### src/rtl/preem_filter.sv
// Pre-emphasis filter: y[n] = x[n] - x[n-1] + (x[n-1] >>> SHIFT), i.e. a
// first-order high-pass with coefficient 1 - 2^-SHIFT, over frames of
// FRAME_LEN samples. Valid/ready on both sides, one-cycle latency, and an
// IDLE/RUN/DRAIN controller that gates input acceptance on enable.
module preem_filter #(
    parameter int FRAME_LEN = 160,
    parameter int SHIFT     = 5
) (
    input  logic        clk,
    input  logic        rst_n,
    input  logic        enable,
    input  logic        in_valid,
    output logic        in_ready,
    input  logic [10:0] in_data,
    input  logic        in_sync,
    output logic        out_valid,
    input  logic        out_ready,
    output logic [16:0] out_data,
    output logic [7:0]  out_idx,
    output logic        frame_done
);

    typedef enum logic [1:0] {
        IDLE  = 2'd0,
        RUN   = 2'd1,
        DRAIN = 2'd2
    } state_t;

    localparam logic [7:0] LAST_IDX = 8'(FRAME_LEN - 1);

    state_t             state_r;
    logic signed [16:0] xp_r;
    logic [7:0]         cnt_r;
    logic               out_valid_r;
    logic signed [16:0] out_data_r;
    logic [7:0]         out_idx_r;

    logic               in_ready_s;
    logic               in_xfer_s;
    logic               out_xfer_s;
    logic signed [16:0] xe_s;
    logic signed [16:0] xp_sel_s;
    logic signed [16:0] result_s;
    logic [7:0]         idx_s;
    logic [7:0]         cnt_next_s;

    // Input acceptance: only in RUN, and only when the output slot is free or draining this cycle.
    always_comb begin
        in_ready_s = 1'b0;
        if (state_r == RUN) begin
            in_ready_s = !out_valid_r || out_ready;
        end else begin
            in_ready_s = 1'b0;
        end
    end

    assign in_xfer_s  = in_valid && in_ready_s;
    assign out_xfer_s = out_valid_r && out_ready;

    // Filter arithmetic and frame index of the sample being accepted.
    always_comb begin
        xe_s       = {{6{in_data[10]}}, in_data};
        xp_sel_s   = xp_r;
        idx_s      = cnt_r;
        cnt_next_s = 8'd0;
        if (in_sync) begin
            // A frame start clears the history and restarts indexing.
            xp_sel_s = 17'sd0;
            idx_s    = 8'd0;
        end else begin
            xp_sel_s = xp_r;
            idx_s    = cnt_r;
        end
        result_s = xe_s - xp_sel_s + (xp_sel_s >>> SHIFT);
        if (idx_s == LAST_IDX) begin
            cnt_next_s = 8'd0;
        end else begin
            cnt_next_s = idx_s + 8'd1;
        end
    end

    // Run-permission controller; DRAIN lets a pending output leave before IDLE.
    always_ff @(posedge clk) begin
        if (!rst_n) begin
            state_r <= IDLE;
        end else begin
            case (state_r)
                IDLE: begin
                    if (enable) begin
                        state_r <= RUN;
                    end
                end
                RUN: begin
                    if (!enable) begin
                        state_r <= DRAIN;
                    end
                end
                DRAIN: begin
                    if (!out_valid_r || out_xfer_s) begin
                        state_r <= IDLE;
                    end
                end
                default: begin
                    state_r <= IDLE;
                end
            endcase
        end
    end

    // Filter history and sample counter advance only on accepted inputs.
    always_ff @(posedge clk) begin
        if (!rst_n) begin
            xp_r  <= 17'sd0;
            cnt_r <= 8'd0;
        end else if (in_xfer_s) begin
            xp_r  <= xe_s;
            cnt_r <= cnt_next_s;
        end
    end

    // Output slot: loaded on input transfer, emptied on output transfer, held otherwise.
    always_ff @(posedge clk) begin
        if (!rst_n) begin
            out_valid_r <= 1'b0;
            out_data_r  <= 17'sd0;
            out_idx_r   <= 8'd0;
        end else if (in_xfer_s) begin
            out_valid_r <= 1'b1;
            out_data_r  <= result_s;
            out_idx_r   <= idx_s;
        end else if (out_xfer_s) begin
            out_valid_r <= 1'b0;
        end
    end

    assign in_ready   = in_ready_s;
    assign out_valid  = out_valid_r;
    assign out_data   = out_data_r;
    assign out_idx    = out_idx_r;
    // Pulse coincides with the downstream acceptance of the frame's last sample.
    assign frame_done = out_xfer_s && (out_idx_r == LAST_IDX);

endmodule

### config.mk
export PLATFORM = sky130hd
export DESIGN_NAME = preem_filter
export DESIGN_NICKNAME = d
export VERILOG_FILES = /design/src/rtl/preem_filter.sv
export SDC_FILE = /design/constraint.sdc
export NUM_CORES = 1
export LEC_CHECK = 0
export ABC_CLOCK_PERIOD_IN_PS = 5600
export BUFFER_PORTS_ARGS = -buffer_cell sky130_fd_sc_hd__buf_4
export CAP_MARGIN = 20
export CORE_MARGIN = 5
export CORE_UTILIZATION = 40
export DETAILED_ROUTE_END_ITERATION = 12
export GPL_TIMING_DRIVEN = 0
export PLACE_DENSITY = 0.7
export SLEW_MARGIN = 40
export SYNTH_ARGS = -nofsm -noshare
export SYNTH_HDL_FRONTEND = slang
export SYNTH_SLANG_ARGS = --single-unit
### constraint.sdc
create_clock -name clk -period 5.6 [get_ports clk]
set_input_delay 1.12 -clock clk [delete_from_list [all_inputs] [get_ports clk]]
set_output_delay 1.12 -clock clk [all_outputs]
set_load 0.02 [all_outputs]
==> flow_metrics.tcl, run 1 <==
set metrics [dict create \
    crit_fanout 10 \
    synthSimpleGateAreaFrac_pct 23.9 \
    leakage_nw 1.48 \
    cpMostUsedCell "nand3_1" \
    clock_power_share_pct 33.4 \
    start_util_pct 41.3 \
    cts_resized 0 \
    ys_seq_area_share_pct 33.5 \
    row_count 30 \
    cts_buffers 5 \
    synth_compound_area_share_pct 18.0 \
    synthTopCellsByArea "dfxtp_1 (34%), fa_1 (7.1%), ha_1 (7.1%), nand2_1 (7.0%), a21boi_0 (6.4%)" \
    synthMuxAreaShare_pct 0 \
    slew_violations 0 \
    grt_max_degree 15 \
    synth_cell_types 49 \
    synth-xor-area-share_pct 3.12 \
    yosys.area.top_type "dfxtp_1" \
    arrival_ns 4.22 \
    clk_path_buf_depth 2 \
    critPathLaunchType "primary input" \
    tritoncts "yes" \
    synthesis.area_sq_mm 0.00281 \
    rsz0062_at_grt "false" \
    syn-num-nets 379 \
    ys_warn_count 0 \
    grt_pass1_wl_um 10800 \
    layout-drive-gt1-share_pct 17.8 \
    cp_top_family "simple AND/OR/NAND/NOR gates" \
    wirelength_um 6370 \
    syn_to_final_growth_pct 20.0 \
    ctsHoldBuffers 0 \
    synth_commonest_cells "nand2_1 (52), dfxtp_1 (47), inv_1 (34)" \
    ir_worst_vdd_mv 0.0871 \
    synth_seq_cells 47 \
    nNetsFinal 429 \
    place_ws_ns 1.31 \
    maxSlewHeadroom_pct 63.3 \
    p_switching_w 0.000219 \
    place_congestion 0.856 \
    clock_latency_ns 0.30 \
    status "complete, no violations" \
    hold_ws_ns 0.442 \
    postRouteAntennaNets 0 \
    fmax_mhz 252 \
    p_int_w 0.000563 \
    vias_per_cell 4.94 \
    stdcell_count 483 \
    die_h_um 93.8 \
    setup_slack_ns 1.63 \
    netlist.area_leader.share_pct 33.5 \
    hold_path.class "register to register" \
    use_met1_pct 18.9 \
    die_x_um 93.8 \
    worstSetupEndpointType "register" \
    top_usage_layer "met2" \
    max_slew.worst_pin.slew_ns 0.550 \
    p_sw_share_pct 28.0 \
    synth_most_common_cell "nand2_1" \
    synth_ff_type "dfxtp_1" \
    antenna_found_initial 0 \
    dpl.cell_count 475 \
    crit_chain "clkbuf_2 > clkbuf_1 > nand2b_1 > inv_1 > fa_1 > ha_1 > and3_4 > nand3_1 > nor2_1 > a221oi_2 > or4b_1 > nand3_1" \
    finalWorstPathRequiredPeriod_ns 3.97 \
    diodes 0 \
    synthAdderAreaFrac_pct 14.3 \
    overflow 0 \
    vias 2384 \
    clock_skew_ns 0.00410 \
    clock-sinks 47 \
    final_util_pct 49.6 \
    pwr-share-comb_pct 21.7 \
    finalSetupTns_ns 0 \
    async_flop_share_pct 0 \
    wl_per_cell_um 13.2 \
    postCtsSetupBuffers 0 \
    layout_worst_path_cycle_share_pct 70.9 \
    drtPass1Iterations 4 \
    power.share.sequential_pct 44.9 \
    synth_top_family_by_area "simple AND/OR/NAND/NOR gates" \
    max_cap_viol_count 0 \
    dieArea_sq_mm 0.00879 \
    gr-usage-met2_pct 27.1 \
    avgSynthCellArea_sq_um 8.35 \
    drt_iter0_markers 77 \
    gr-usage-met3_pct 3.21 \
    cts_htree_levels 2 \
    critPathMaxStageDelay_ns 0.50 \
    hold_viol_final 0 \
    cp.buffers_inverters 3 \
    clkSlewWorstSetupHoldPaths_ns 0.08 \
    cp.required_ns 5.85 \
    critical_path_class "primary input to register" \
    syn_inst 336 \
    pin_count 45 \
    synth_edf_count 0 \
    clock-root-buffer "clkbuf_8" \
    dpl.hpwl_um 5100 \
    drc 0 \
    p_per_area_mw_per_mm2 232 \
    cp_slowest_cell "or4b_1" \
    core_sq_mm 0.00679 \
    grt_usage_pct 15.5 \
    grt_pass1_vias 2336 \
    setup_viol 0 \
    portBuffers 43 \
]
[state kept, by name (all words and copies together), names as in the netlist]
register and cells:
out_idx 8, out_valid 1, cnt_r 8, out_data 17, state_r 2, xp_r 11
[cells by family after synthesis]
family,after synthesis
and+or+nand+nor,129
DFF,47
adders and majority gates,26
buffers and inverters,50
xor gates and xnor gates,10
AOI/OAI and AO/OA,74
[layout by cell type, fill, tap and decap left out, types with 12 or more instances in the layout]
master / instances
nand3_1: 13
inv_1: 34
buf_4: 44
nor2_1: 13
ha_1: 16
nand2_1: 52
nor2b_1: 14
a21boi_0: 24
dfxtp_1: 47
o21ai_0: 17
a21oi_1: 12
[final timing paths]
path / startpoint / to / slack (ns) / depth (start not counted)
max: in_sync / out_data[11] / 1.63 / 12
min reg2reg: state_r[1] / state_r[0] / 0.44 / 1
min: state_r[1] / state_r[0] / 0.44 / 1
max reg2reg: xp_r[10] / out_data[11] / 2.75 / 10
[per-stage QoR]
step	power (W)	instance area (sq um)
2_1_floorplan	0.000477	2810
3_3_place_gp	0.000526	3250
3_5_place_dp	0.000529	3250
4_1_cts	0.000790	3370
5_1_grt	0.000821	3370
6_report	0.000781	3370
[per-layer routing]
| metal | wire [um] | up-vias | share of wire, % |
|---|---|---|---|
| met2 | 3140 | 47 | 49 |
| met3 | 312 | 8 | 4.9 |
| met5 | 0 | - | 0 |
| met1 | 2840 | 1111 | 45 |
| met4 | 80 | 0 | 1.3 |
| li1 | - | 1218 | - |
[cell type report]
cell class	instances	area, sq um
repair buffers	43	323
plain buffers	16	76.3
fillers	668	3430
clock buffers	6	82.6
inverters	34	128
multi-input cells	239	1660
well taps	96	120
flip-flops and latches	47	941
clock inverters	2	35.0
[worst register-to-register path, stage by stage, from the launching register on]
cell,delay (ns)
dfxtp_1,0.32
nand2b_1,0.33
inv_1,0.18
fa_1,0.49
ha_1,0.37
and3_4,0.22
nand3_1,0.10
nor2_1,0.13
a221oi_2,0.08
or4b_1,0.50
nand3_1,0.07
[power by group through the flow]
| stage | clock network (W) | registers, W | logic [W] |
|---|---|---|---|
| floorplan | 0 | 0.000366 | 0.000111 |
| global placement | 0 | 0.000358 | 0.000167 |
| detailed placement | 0 | 0.000359 | 0.000171 |
| CTS | 0.000268 | 0.000351 | 0.000171 |
| global route | 0.000278 | 0.000352 | 0.000191 |
| finish | 0.000261 | 0.000351 | 0.000170 |
Note: power is estimated with default switching activity, not from simulation.
==> run 2: changes to the inputs <==
--- a/config.mk
+++ b/config.mk
@@ -5,14 +5,15 @@
 export SDC_FILE = /design/constraint.sdc
 export NUM_CORES = 1
 export LEC_CHECK = 0
-export ABC_CLOCK_PERIOD_IN_PS = 5600
+export ABC_AREA = 1
+export ABC_CLOCK_PERIOD_IN_PS = 3200
 export BUFFER_PORTS_ARGS = -buffer_cell sky130_fd_sc_hd__buf_4
 export CAP_MARGIN = 20
 export CORE_MARGIN = 5
 export CORE_UTILIZATION = 40
 export DETAILED_ROUTE_END_ITERATION = 12
 export GPL_TIMING_DRIVEN = 0
-export PLACE_DENSITY = 0.7
+export PLACE_DENSITY = 0.72
 export SLEW_MARGIN = 40
 export SYNTH_ARGS = -nofsm -noshare
 export SYNTH_HDL_FRONTEND = slang
==> constraint.sdc (replaced) <==
create_clock -name clk -period 3.2 [get_ports clk]
set_input_delay 0.64 -clock clk [delete_from_list [all_inputs] [get_ports clk]]
set_output_delay 0.64 -clock clk [all_outputs]
set_load 0.02 [all_outputs]
==> run 2 against run 1 <==
Effect of this change:
- clock skew up 0.0057 ns
- non-clock buffer count down 3
- die area up 5.7%
- final cell count up 20%
- core utilization down 0.62 points
- register-to-register slack worse by 2.3 ns
- sequential power up 79%
- synthesized cell count up 28%
- first-iteration DRC count up 49%
- wire length up 13%
- combinational power up 140%
- critical endpoint is now out_data[12]
- largest cell class unchanged
==> flow_metrics.tcl, run 2 <==
set metrics [dict create \
    status "complete, no violations" \
    design_area_sq_mm 0.00355 \
    place_ws_ns -0.201 \
    finalWorstPathRequiredPeriod_ns 2.95 \
    grt_pass1_wl_um 11800 \
    arrival_ns 3.19 \
    tritoncts "yes" \
    start_util_pct 41.2 \
    stdcell_count 578 \
    die_h_um 96.4 \
    clkSlewWorstSetupHoldPaths_ns 0.09 \
    layout-drive-gt1-share_pct 15.0 \
    die_x_um 96.4 \
    overflow 0 \
    p_per_area_mw_per_mm2 424 \
    clock_latency_ns 0.31 \
    drc 0 \
    leakage_nw 1.78 \
    setup_viol 0 \
    cts_buffers 5 \
    synth_ff_type "dfxtp_1" \
    placed_cell_area_sq_mm 0.00342 \
    maxSlewHeadroom_pct 65.4 \
    dieArea_sq_mm 0.00929 \
    ys_seq_area_share_pct 31.5 \
    clk_path_buf_depth 2 \
    grt_pass1_vias 2599 \
    layout_common_cells "inv_1 (84), nand2_1 (78), dfxtp_1 (47), nor2_1 (45), buf_4 (44)" \
    max_slew.worst_pin.slew_ns 0.519 \
    fmax_mhz 339 \
    max_cap_viol_count 0 \
    core_sq_mm 0.00725 \
    grt_max_degree 16 \
    hold_viol_final 0 \
    antenna_found_initial 0 \
    nNetsFinal 521 \
    postCtsSetupBuffers 0 \
    critical_path_class "primary input to register" \
    wl_per_cell_um 12.4 \
    drtPass1Iterations 4 \
    synth_edf_count 0 \
    ctsHoldBuffers 0 \
    crit_fanout 10 \
    layout_worst_path_cycle_share_pct 92.2 \
    async_flop_share_pct 0 \
    ir_worst_vdd_mv 0.209 \
    clock_skew_ns 0.00982 \
    slew_violations 0 \
    setup_slack_ns 0.250 \
    rsz0062_at_grt "false" \
    clock-root-buffer "clkbuf_8" \
    synth_seq_cells 47 \
    grt_usage_pct 16.3 \
    critPathLaunchType "primary input" \
    yosys.area.top_type "dfxtp_1" \
    postRouteAntennaNets 0 \
    hold_path.class "register to register" \
    dpl.hpwl_um 5590 \
    pin_count 45 \
    synthesis.area_sq_mm 0.00299 \
    cts_htree_levels 2 \
    synth_most_common_cell "inv_1" \
    synthTopCellsByArea "dfxtp_1 (32%), inv_1 (11%), nand2_1 (9.8%), fa_1 (6.7%), ha_1 (6.7%)" \
    wirelength_um 7180 \
    clock-sinks 47 \
    reg2reg_slack_ns 0.44 \
    cts_resized 0 \
    netlist.area_leader.share_pct 31.5 \
    synth_commonest_cells "inv_1 (84), nand2_1 (78), dfxtp_1 (47)" \
    largest_reg_flops 17 \
    vias_per_cell 4.76 \
    worstSetupEndpointType "register" \
    synth_cell_types 31 \
    cp.required_ns 3.44 \
    syn-num-nets 472 \
    portBuffers 42 \
    avgSynthCellArea_sq_um 6.96 \
    syn_inst 429 \
    row_count 31 \
    final_common_cell "inv_1" \
    vias 2754 \
    syn_to_final_growth_pct 18.9 \
    diodes 0 \
    drt_iter0_markers 115 \
    ys_warn_count 0 \
    place_congestion 0.884 \
    dpl.cell_count 570 \
]
## run 2: changes by cell type after synthesis, sizes merged, moves of 15 or more
cell	delta
nand2	+26
a21oi	+21
inv	+53
nor2b	-15
nor2	+37
a21boi	-24
## run 2: area by class of cell
type	instances	area, sq um
buffer	14	96.3
sequential	47	941
timing repair buffer	42	315
clock inverter	2	38.8
clock buffer	6	82.6
inverter	88	335
multi-input combinational	280	1620
fill	746	3700
tap	99	124
## run 2: worst max-delay path: stages
cell      delay [ns]
buf_6           0.12
clkbuf_2        0.22
nor2_2          0.21
inv_1           0.08
fa_1            0.50
inv_1           0.08
fa_1            0.49
nand3_1         0.11
nand3_1         0.15
nand2_1         0.14
nand2_1         0.08
nand2_1         0.07
nand3_1         0.12
a21oi_1         0.16
## run 2: kinds of logic (layout without fill, tap and decap cells)
group	Yosys count	in the layout	share of synthesized area, %
xor gates and xnor gates	7	7	2.05
DFF	47	47	31.5
adders and majority gates	26	26	13.4
and+or+nand+nor	168	168	24.3
buffers and inverters	102	152	14.4
AOI/OAI and AO/OA	79	79	14.3
## run 2: worst paths after layout
kind / from / end / depth (start not counted)
worst max-delay path: in_sync / out_data[12] / 14
worst min-delay path: xp_r[10] / xp_r[10] / 2
worst max register to register: xp_r[10] / out_data[7] / 16
worst min register to register: xp_r[10] / xp_r[10] / 2
## run 2: metrics by stage
step                      setup TNS, ns  power [W]  hold WS, ns  util [%]
after global placement           -0.797    0.00104        0.440      47.2
final                                 0    0.00151        0.463      48.9
after CTS                             0    0.00152        0.463      48.9
after global routing                  0    0.00160        0.480      48.9
after floorplan                       0   0.000929        0.430         -
after detailed placement          -1.25    0.00104        0.451      47.2
## run 2: where the power goes
| part | switching, W | internal (W) | total [W] |
|---|---|---|---|
| Combinational | 0.000247 | 0.000155 | 0.000402 |
| Clock | 0.000219 | 0.000257 | 0.000476 |
| Sequential | 0.0000153 | 0.000612 | 0.000628 |
| Total | 0.000481 | 0.00102 | 0.00151 |
## run 2: routing by layer
metal	wire [um]	vias to the layer above	track usage, %
met3	330	6	2.40
met2	3300	57	26.0
met4	94	0	5.37
li1	-	1437	-
met1	3460	1254	22.6
met5	0	-	0
